### config.mk
export PLATFORM = sky130hd
export DESIGN_NAME = ysyx_22050078_mem_arbiter
export DESIGN_NICKNAME = d
export VERILOG_FILES = /design/src/rtl/ysyx_22050078_mem_arbiter.sv
export SDC_FILE = /design/constraint.sdc
export NUM_CORES = 1
export LEC_CHECK = 0
export ABC_AREA = 1
export CAP_MARGIN = 20
export CELL_PAD_IN_SITES_DETAIL_PLACEMENT = 1
export CELL_PAD_IN_SITES_GLOBAL_PLACEMENT = 1
export CORE_MARGIN = 8
export CORE_UTILIZATION = 32
export DETAILED_ROUTE_END_ITERATION = 10
export GPL_TIMING_DRIVEN = 0
export PLACE_DENSITY_LB_ADDON = 0.05
export SYNTH_ARGS = -nofsm -noshare
export SYNTH_HDL_FRONTEND = slang
export SYNTH_SLANG_ARGS = --single-unit
### constraint.sdc
create_clock -name clk -period 3.65 [get_ports clk]
set_input_delay 0.73 -clock clk [delete_from_list [all_inputs] [get_ports clk]]
set_output_delay 0.73 -clock clk [all_outputs]
set_load 0.05 [all_outputs]
### src/rtl/ysyx_22050078_mem_arbiter.sv
`default_nettype none
// ============================================================================
// Module      : ysyx_22050078_mem_arbiter
// Description : Two-requester (fetch / load-store) arbiter for a single
//               memory port. One transaction in flight at a time, round-robin
//               on ties, response timeout with a sticky error flag.
// Revision    : 1.0 - initial release
// ============================================================================
module ysyx_22050078_mem_arbiter #(
  parameter int ADDR_WIDTH     = 64,
  parameter int DATA_WIDTH     = 64,
  parameter int TIMEOUT_CYCLES = 255
) (
  input  logic                    clk,
  input  logic                    rst_n,
  // instruction fetch requester
  input  logic                    if_req_valid,
  output logic                    if_req_ready,
  input  logic [ADDR_WIDTH-1:0]   if_addr,
  output logic                    if_rsp_valid,
  output logic [DATA_WIDTH-1:0]   if_rsp_data,
  // load/store requester
  input  logic                    ls_req_valid,
  output logic                    ls_req_ready,
  input  logic [ADDR_WIDTH-1:0]   ls_addr,
  input  logic                    ls_wen,
  input  logic [DATA_WIDTH-1:0]   ls_wdata,
  input  logic [DATA_WIDTH/8-1:0] ls_wmask,
  output logic                    ls_rsp_valid,
  output logic [DATA_WIDTH-1:0]   ls_rsp_data,
  // memory port
  output logic                    mem_req_valid,
  input  logic                    mem_req_ready,
  output logic [ADDR_WIDTH-1:0]   mem_addr,
  output logic                    mem_wen,
  output logic [DATA_WIDTH-1:0]   mem_wdata,
  output logic [DATA_WIDTH/8-1:0] mem_wmask,
  input  logic                    mem_rsp_valid,
  input  logic [DATA_WIDTH-1:0]   mem_rsp_data,
  output logic                    timeout_err
);

  // Counter must be able to represent TIMEOUT_CYCLES-1 (and stay >= 1 bit).
  localparam int CNT_W = (TIMEOUT_CYCLES < 2) ? 1 : $clog2(TIMEOUT_CYCLES);
  localparam logic [CNT_W-1:0] CNT_LAST = CNT_W'(TIMEOUT_CYCLES - 1);

  typedef enum logic [1:0] {
    IDLE     = 2'd0,
    ISSUE    = 2'd1,
    WAIT_RSP = 2'd2
  } state_t;

  state_t           state;
  logic             owner;       // 0 = fetch, 1 = load/store
  logic             last_grant;  // 0 = fetch, 1 = load/store
  logic [CNT_W-1:0] wait_cnt;
  logic             grant_if;
  logic             grant_ls;
  logic [DATA_WIDTH-1:0] rsp_payload;

  // Round-robin: a lone requester always wins; on a tie the one not served last wins.
  always_comb begin
    grant_if = if_req_valid && (!ls_req_valid || last_grant);
    grant_ls = ls_req_valid && (!if_req_valid || !last_grant);
  end

  assign if_req_ready = (state == IDLE) && grant_if;
  assign ls_req_ready = (state == IDLE) && grant_ls;

  // Writes complete with zero data; reads return what memory supplied.
  assign rsp_payload = mem_wen ? '0 : mem_rsp_data;

  // Transaction sequencer: capture in IDLE, handshake in ISSUE, collect or time out in WAIT_RSP.
  always_ff @(posedge clk or negedge rst_n) begin
    if (!rst_n) begin
      state         <= IDLE;
      owner         <= 1'b0;
      last_grant    <= 1'b1;
      wait_cnt      <= '0;
      mem_req_valid <= 1'b0;
      mem_addr      <= '0;
      mem_wen       <= 1'b0;
      mem_wdata     <= '0;
      mem_wmask     <= '0;
      if_rsp_valid  <= 1'b0;
      if_rsp_data   <= '0;
      ls_rsp_valid  <= 1'b0;
      ls_rsp_data   <= '0;
      timeout_err   <= 1'b0;
    end else begin
      if_rsp_valid <= 1'b0;
      ls_rsp_valid <= 1'b0;
      case (state)
        IDLE: begin
          if (grant_if || grant_ls) begin
            owner         <= grant_ls;
            last_grant    <= grant_ls;
            // Fetches are reads: write enable, data and mask all forced to zero.
            mem_addr      <= grant_ls ? ls_addr : if_addr;
            mem_wen       <= grant_ls && ls_wen;
            mem_wdata     <= grant_ls ? ls_wdata : '0;
            mem_wmask     <= grant_ls ? ls_wmask : '0;
            mem_req_valid <= 1'b1;
            state         <= ISSUE;
          end
        end
        ISSUE: begin
          if (mem_req_ready) begin
            mem_req_valid <= 1'b0;
            wait_cnt      <= '0;
            state         <= WAIT_RSP;
          end
        end
        WAIT_RSP: begin
          // A response arriving on the final allowed cycle beats the timeout.
          if (mem_rsp_valid) begin
            if (owner) begin
              ls_rsp_valid <= 1'b1;
              ls_rsp_data  <= rsp_payload;
            end else begin
              if_rsp_valid <= 1'b1;
              if_rsp_data  <= mem_rsp_data;
            end
            state <= IDLE;
          end else if (wait_cnt == CNT_LAST) begin
            timeout_err <= 1'b1;
            if (owner) begin
              ls_rsp_valid <= 1'b1;
              ls_rsp_data  <= '0;
            end else begin
              if_rsp_valid <= 1'b1;
              if_rsp_data  <= '0;
            end
            state <= IDLE;
          end else begin
            wait_cnt <= wait_cnt + 1'b1;
          end
        end
        default: state <= IDLE;
      endcase
    end
  end

endmodule
`default_nettype wire

# Word level (Yosys, flattened, before mapping)
# Index checks and enable logic that the tools add are counted.
[totals]
ff_bits = 281
input_bits = 271
out_inout_bits = 271
elab_cells = 79
[classes]
n_eq_ne = 8
n_reduce_logical = 22
n_bitwise = 2
addsub = 1
mux = 32
[ops]
columns = ["op", "n"]
rows = [
  ["$mux W64", 11],
  ["$mux W8", 4],
  ["$pmux W8 S2", 1],
  ["$reduce_and A3 Y1", 5],
  ["$mux W1", 10],
  ["$add A8 B1 Y8 const B", 1],
  ["$eq A8 B8 Y1 const B", 1],
  ["$mux W2", 4],
  ["$ne A2 B2 Y1 const B", 3],
  ["$pmux W2 S3", 1],
  ["$reduce_bool A2 Y1", 3],
  ["$logic_and A1 B1 Y1", 5],
  ["$reduce_and A4 Y1", 1],
  ["$logic_not A1 Y1", 3],
  ["$logic_or A1 B1 Y1", 3],
  ["$ne A3 B3 Y1 const B", 1],
  ["$eq A2 B1 Y1 const B", 1],
  ["$eq A2 B2 Y1 const B", 1],
  ["$logic_not A2 Y1", 1],
  ["$ne A2 B1 Y1 const B", 1],
  ["$not A1 Y1", 2],
  ["$pmux W1 S2", 1],
  ["$reduce_and A2 Y1", 1],
]

# Logic depth before layout (Yosys ltp)
# Gate-level depths: netlist of the first run.
[logic_depth]
ltp_word = 6
ltp_mapped = 11
mapped_depth_nobuf = 9

# Worst setup path after synthesis of the first run
# No wires, ideal clock.
[synth_timing]
kind = "input to output"
from = "input if_req_valid"
to = "output if_req_ready"
path_slack_ps = 963
n_path_buf = 0
t_required_ps = 2920
t_arrival_ps = 1957
stages = 2
path_cell_list = "inv_1 -> a211oi_1"
[synth_between]
elab_chain_len = 2
[synth_lines]
columns = ["element", "line_no", "text"]
rows = [
  ["start: declaration", "17", "input logic if_req_valid,"],
  ["$logic_and A1 B1 Y1", "63", "grant_if = if_req_valid && (!ls_req_valid || last_grant);"],
  ["$logic_and A1 B1 Y1", "67", "assign if_req_ready = (state == IDLE) && grant_if;"],
  ["end: declaration", "18", "output logic if_req_ready,"],
]
# No other way between the ends.

# Final worst setup path of the first run
[layout_timing]
from = "input ls_req_valid"
to = "output ls_req_ready"
[layout_between]
elab_chain_len = 2
[layout_lines]
columns = ["element", "line_no", "text"]
rows = [
  ["start: declaration", "23", "input logic ls_req_valid,"],
  ["$logic_and A1 B1 Y1", "64", "grant_ls = ls_req_valid && (!if_req_valid || !last_grant);"],
  ["$logic_and A1 B1 Y1", "68", "assign ls_req_ready = (state == IDLE) && grant_ls;"],
  ["end: declaration", "24", "output logic ls_req_ready,"],
]
# No other way between the ends.

==> qor.txt, run 1 <==
outcome - finished, final reports clean
DRT antenna net count - 0
first-pass GRT wire length - 83.6 mm
Final #Nets - 2,388
power share of the clock group - 17.9%
synthesis-to-layout area growth - 58.0%
Slowest-stage cell, CP - dlymetal6s2s_1
Critical Path Source Type - input port
RSZ-0062 raised after global routing - no
fillcell total - 4,574
sequential power share - 26.7%
Top Family by Delay on Critical Path - buffers and inverters
Worst Path Buf+Inv - 4
gr ovfl total - 0
largest cells by area after synthesis - dfrtp_1 (56%), nand2_1 (21%), nand4_1 (6.4%)
layout cells sized above 1 - 6.22%
post-route cell area - 0.0198 sq mm
dpl hpwl - 44.6 mm
area of the core - 0.0386 sq mm
WP depth - 6
Worst VDD drop - 506 uV
CTS buffer count - 36
port bufs - 541
vias per inst - 4.74
combinational share of power - 55.5%
Via Count - 12,600
Tot Pwr - 0.0192 W
Sw Share - 49.9%
fin crit period - 3210 ps
Tcrit/Tclk final - 87.9%
CTS H-tree depth - 2
Crit. End Element - primary output
CP Data Required Time - 2920 ps
Crit path largest cell delay - 540 ps
Synth Register Bits - 281
Net Switching - 0.00955 W
post-synth cell types - 29
synthesized instance count - 1,534
row count - 72
WL/cell - 21.1 um
# DRC - 0
CTS tree - yes
largest net degree at the start of global routing - 101
most common cell after layout, fill and taps aside - nand2_1
final wirelength - 56.1 mm
Leakage - 9.65 nW
Initial Util - 32.4%
hold_buf cts - 0
arrival time at the worst endpoint - 2480 ps
commonest cells after routing, fill and taps aside - nand2_1 (692), clkdlybuf4s50_1 (539), dfrtp_1 (280)
Final setup viols - 0
Final Hold Vio Count - 0
height of the chip - 214 um
Seq/Total Area, Yosys - 56.2%
post-CTS setup buffers - 0
Relative slew margins - 48.3%
Yosys top cell by area - dfrtp_1
DP Area - 0.0186 sq mm
DR pass1 iterations - 5
Critical Path Fanout Max - 10
total number of yosys warnings - 0
Synth Cell Area - 0.0125 sq mm
RePlAce Congestion - 0.814
die width - 214 um
Synth top area share - 56.0%
register area - 0.00703 sq mm
Tightest Pin Transition - 775 ps
P_int - 0.00960 W
Ports - 542
Max Fclk - 312 MHz
Hold Path Class - input port to async pin
Final Max Tran Viols - 0
Root Driver - clkbuf_16
Power Dens Cells - 968 mW/mm^2
clk_lat worst skew - 540 ps
Clock transition at path regs - 50 ps
post_cts resized - 0
Multi-input gate area - 0.00455 sq mm
Reg2Reg Depth - 5
syn nets - 1,807
clock skew - 19.4 ps
# clock sinks - 281
vias in the first global route - 13,800
Avg Inst Size Synth - 8.16 sq um
crit path cell chain - clkdlybuf4s50_1, o21ai_1, or2_2, inv_1, buf_2, dlymetal6s2s_1
CTS max path bufs - 3
GRT Total Usage - 24.0%
Worst Setup Path Type - input port to primary output
antenna violations before repair - 8
initial drt markers - 449
die area - 0.0457 sq mm
max_cap viols - 0
==> state kept, by name, indices dropped and copies added (netlist names) <==
signal and count:
if_rsp_data 64, ls_rsp_data 64, mem_addr 64, mem_wdata 64, mem_wmask 8, wait_cnt 8
state 2, if_rsp_valid 1, last_grant 1, ls_rsp_valid 1, mem_req_valid 1, mem_wen 1
owner 1, timeout_err 1
==> layout make-up <==
class	count	area share, %
flip-flops and latches	281	35.5
well taps	518	3.28
clock buffers	56	5.60
inverters	82	1.56
clock inverters	5	0.126
plain buffers	114	3.18
diodes	4	0.0506
multi-input cells	1057	23.0
repair buffers	543	27.7
==> layer usage <==
metal	vias up	global-route usage (%)	part of all wire, %
met4	8	5.96	2.4
met1	6120	26.6	38
met2	348	43.0	51
met5	-	0	0.082
li1	6054	-	-
met3	74	8.78	8.7
==> power groups by stage <==
stage	Combinational, W	Sequential, W	Clock (W)
2_1_floorplan	0.00224	0.00928	0
3_3_place_gp	0.0106	0.00509	0
3_5_place_dp	0.0107	0.00513	0
4_1_cts	0.0108	0.00511	0.00351
5_1_grt	0.0112	0.00525	0.00362
6_report	0.0106	0.00511	0.00342
==> metrics by stage <==
stage	setup TNS [ps]	util [%]	instances	worst slack, ps	hold slack (ps)
after floorplan	0	-	1534	963	434
after global placement	-3089270	48.1	2593	-11050	445
after detailed placement	0	48.2	2595	26.5	456
after CTS	0	51.2	2656	18.5	225
after global routing	0	51.2	2659	356	257
final	0	51.2	2660	441	207
==> cell families (layout without fill, tap and decap cells) <==
| family | count (synthesis) | after routing | synth area share (%) |
|---|---|---|---|
| xor+xnor | 1 | 1 | 0.0700 |
| flops | 281 | 281 | 56.2 |
| simple gates | 908 | 908 | 30.1 |
| other cells | 0 | 4 | 0 |
| fa+ha+maj | 2 | 2 | 0.200 |
| compound gates | 146 | 146 | 5.98 |
| buf+inv | 196 | 800 | 7.48 |
==> path summary, 6_finish.rpt <==
| check | startpoint | end | slack (ps) |
|---|---|---|---|
| worst min-delay path | rst_n | if_rsp_data[16] | 210 |
| worst min register to register | if_rsp_data[33] | if_rsp_data[33] | 470 |
| worst max register to register | owner | if_rsp_data[55] | 1680 |
| min in group clk | if_rsp_data[33] | if_rsp_data[33] | 470 |
| max in group asynchronous | rst_n | mem_wdata[63] | 2430 |
| worst max-delay path | ls_req_valid | ls_req_ready | 440 |
==> cells in the mapped netlist <==
library cell and count:
nand2_1 692, dfrtp_1 280, o21ai_0 129, nand4_1 128
inv_1 80, nor2_1 73, clkbuf_1 45, buf_2 38
buf_4 15, buf_6 13, nand3_1 7, o21ai_1 7
a21oi_1 3, buf_1 3, nand2_2 3, ha_1 2
inv_2 2, nand3_2 2, o211ai_1 2, a211oi_1 1
a21o_1 1, a21oi_2 1, dfstp_2 1, nor2_4 1
nor3_1 1, o21bai_1 1, o22ai_1 1, or2_2 1
xnor2_1 1
Power figures use the tool's default switching activity.
==> run 2, diff against run 1 <==
--- a/config.mk
+++ b/config.mk
@@ -10,7 +10,7 @@
 export CELL_PAD_IN_SITES_DETAIL_PLACEMENT = 1
 export CELL_PAD_IN_SITES_GLOBAL_PLACEMENT = 1
 export CORE_MARGIN = 8
-export CORE_UTILIZATION = 32
+export CORE_UTILIZATION = 30
 export DETAILED_ROUTE_END_ITERATION = 10
 export GPL_TIMING_DRIVEN = 0
 export PLACE_DENSITY_LB_ADDON = 0.05
==> constraint.sdc (replaced) <==
create_clock -name clk -period 3.4 [get_ports clk]
set_input_delay 0.68 -clock clk [delete_from_list [all_inputs] [get_ports clk]]
set_output_delay 0.68 -clock clk [all_outputs]
set_load 0.05 [all_outputs]
==> run 2 against run 1 <==
Sequential power up 7.2%; setup slack worse by 250 ps; register-to-register slack worse by 280 ps; utilization down 3.4 points; critical endpoint unchanged; routed wire length down 0.12%; worst hold slack worse by 100 ps.
==> qor.txt, run 2 (same netlist as run 1, synthesis figures left out) <==
most common cell after layout, fill and taps aside - nand2_1
synthesis-to-layout area growth - 58.7%
Via Count - 12,500 (-0.97%)
Tcrit/Tclk final - 94.4%
DR pass1 iterations - 4 (-1)
Reg2Reg Depth - 4 (-1)
Critical Path Source Type - input port
layout cells sized above 1 - 6.31% (+0.094 points)
Final Hold Vio Count - 0 (unchanged)
gr ovfl total - 0 (unchanged)
RSZ-0062 raised after global routing - no
sequential power share - 26.5% (-0.2 points)
Final setup viols - 0 (unchanged)
Max Fclk - 311 MHz
die area - 0.0485 sq mm (+6.2%)
Worst VDD drop - 413 uV (-18%)
GRT Total Usage - 22.8% (-1.2 points)
Global Route met1 Usage - 25.7% (-0.83 points)
max_cap viols - 0 (unchanged)
post-CTS setup buffers - 0 (unchanged)
WL/cell - 20.9 um (-0.90%)
area of the core - 0.0416 sq mm (+7.6%)
largest net degree at the start of global routing - 112 (+11%)
fin crit period - 3210 ps
CP Data Required Time - 2720 ps (-200 ps)
Setup WS post-layout - 189 ps (-252 ps)
Tightest Pin Transition - 764 ps (-11.7 ps)
busiest grt layer - met2
Relative slew margins - 48.9% (+0.62 points)
post-route cell area - 0.0199 sq mm (+0.39%)
first-pass GRT wire length - 84.1 mm (+0.66%)
outcome - finished, final reports clean
Tot Pwr - 0.0207 W (+8.1%)
CTS buffer count - 36 (unchanged)
final wirelength - 56.0 mm (-0.12%)
power share of the clock group - 18.6% (+0.7 points)
Initial Util - 30.1% (-2.3 points)
post_cts resized - 1 (+1)
die width - 220 um (+3.0%)
Worst Setup Path Type - input port to primary output
Leakage - 9.66 nW (+0.11%)
clk_lat worst skew - 530 ps (about the same)
Crit. End Element - primary output
clock skew - 15.8 ps (-3.56 ps)
height of the chip - 220 um (+3.0%)
initial drt markers - 511 (+14%)
# DRC - 0 (unchanged)
DRT antenna net count - 0 (unchanged)
Critical Path Fanout Max - 10 (unchanged)
met2 GRT Util - 39.8% (-3.3 points)
Net Switching - 0.0102 W (+7.3%)
port bufs - 541 (unchanged)
Power Dens Cells - 1040 mW/mm^2 (+7.7%)
CTS max path bufs - 3 (unchanged)
Root Driver - clkbuf_16
hold_buf cts - 0 (unchanged)
fillcell total - 4,933 (+7.8%)
Crit path largest cell delay - 570 ps (+30 ps)
CTS H-tree depth - 2 (unchanged)
P_int - 0.0104 W (+8.9%)
row count - 75 (+4.2%)
crit path cell chain - clkdlybuf4s50_1, o21ai_1, or2_2, inv_1, buf_2, dlygate4sd2_1
DP Area - 0.0187 sq mm (+0.14%)
RePlAce Congestion - 0.819 (+0.64%)
Ports - 542 (unchanged)
Slowest-stage cell, CP - dlygate4sd2_1
M3 GR Usage - 8.99% (+0.21 points)
Final Max Tran Viols - 0 (unchanged)
CTS tree - yes
dpl ws - -93.1 ps (-120 ps)
antenna violations before repair - 11 (+3)
Hold Path Class - input port to async pin
Sw Share - 49.5% (-0.37 points)
dpl hpwl - 44.2 mm (-0.93%)
arrival time at the worst endpoint - 2530 ps (+50 ps)
# clock sinks - 281 (unchanged)
Final #Nets - 2,388 (unchanged)
vias per inst - 4.66 (-1.7%)
Clock transition at path regs - 50 ps (about the same)
vias in the first global route - 13,600 (-1.8%)
combinational share of power - 55.0% (-0.5 points)
commonest cells after routing, fill and taps aside - nand2_1 (692), clkdlybuf4s50_1 (539), dfrtp_1 (280)
-- run 2: changes by cell type in the layout (fill, tap and decap cells not counted) --
cell | before | now
clkinv_2 | 5 | 4
dlygate4sd2_1 | 0 | 1
dlymetal6s2s_1 | 1 | 0
clkinvlp_4 | 0 | 1
clkbuf_1 | 53 | 51
bufinv_16 | 0 | 2
-- run 2: worst paths after layout --
check,slack (ps),to,from
worst max-delay path,190,ls_req_ready,ls_req_valid
worst min-delay path,110,if_rsp_data[15],rst_n
worst max register to register,1400,owner,owner
worst min register to register,460,timeout_err,timeout_err
max in group asynchronous,2300,ls_rsp_data[41],rst_n
min in group clk,460,timeout_err,timeout_err
-- run 2: layer usage --
| layer | vias to the layer above | wire [um] |
|---|---|---|
| met5 | - | 80 |
| met4 | 12 | 1280 |
| met3 | 74 | 5040 |
| met2 | 340 | 28000 |
| met1 | 6007 | 21600 |
| li1 | 6049 | - |
-- run 2: metrics by stage --
stage	hold slack [ps]	cells	util, %	setup TNS, ps
4_1_cts	87.4	2677	47.8	0
2_1_floorplan	384	1534	-	0
3_3_place_gp	451	2614	44.8	-3211410
3_5_place_dp	447	2616	44.9	-93.1
6_report	106	2681	47.8	0
5_1_grt	106	2679	47.8	0
-- run 2: power by group through the flow --
stage          combinational [W]  clock [W]  sequential (W)
2_1_floorplan            0.00241          0         0.00996
3_3_place_gp              0.0114          0         0.00546
3_5_place_dp              0.0115          0         0.00551
4_1_cts                   0.0115    0.00397         0.00549
5_1_grt                   0.0121    0.00409         0.00565
6_report                  0.0114    0.00385         0.00548
-- run 2: layout make-up --
| type | instances | area [sq um] | share of cell area, % |
|---|---|---|---|
| plain buffers | 114 | 629 | 3.17 |
| flip-flops and latches | 281 | 7030 | 35.4 |
| inverters | 82 | 308 | 1.55 |
| diodes | 4 | 10.0 | 0.0504 |
| multi-input cells | 1057 | 4550 | 22.9 |
| clock buffers | 54 | 1100 | 5.54 |
| repair buffers | 543 | 5470 | 27.6 |
| clock inverters | 7 | 87.6 | 0.441 |
| well taps | 539 | 674 | 3.39 |
-- run 2: critical path: cells and delay by family --
kind	cells	cell delay [ps]
buf+inv	4	1430
simple gates	1	310
compound gates	1	110
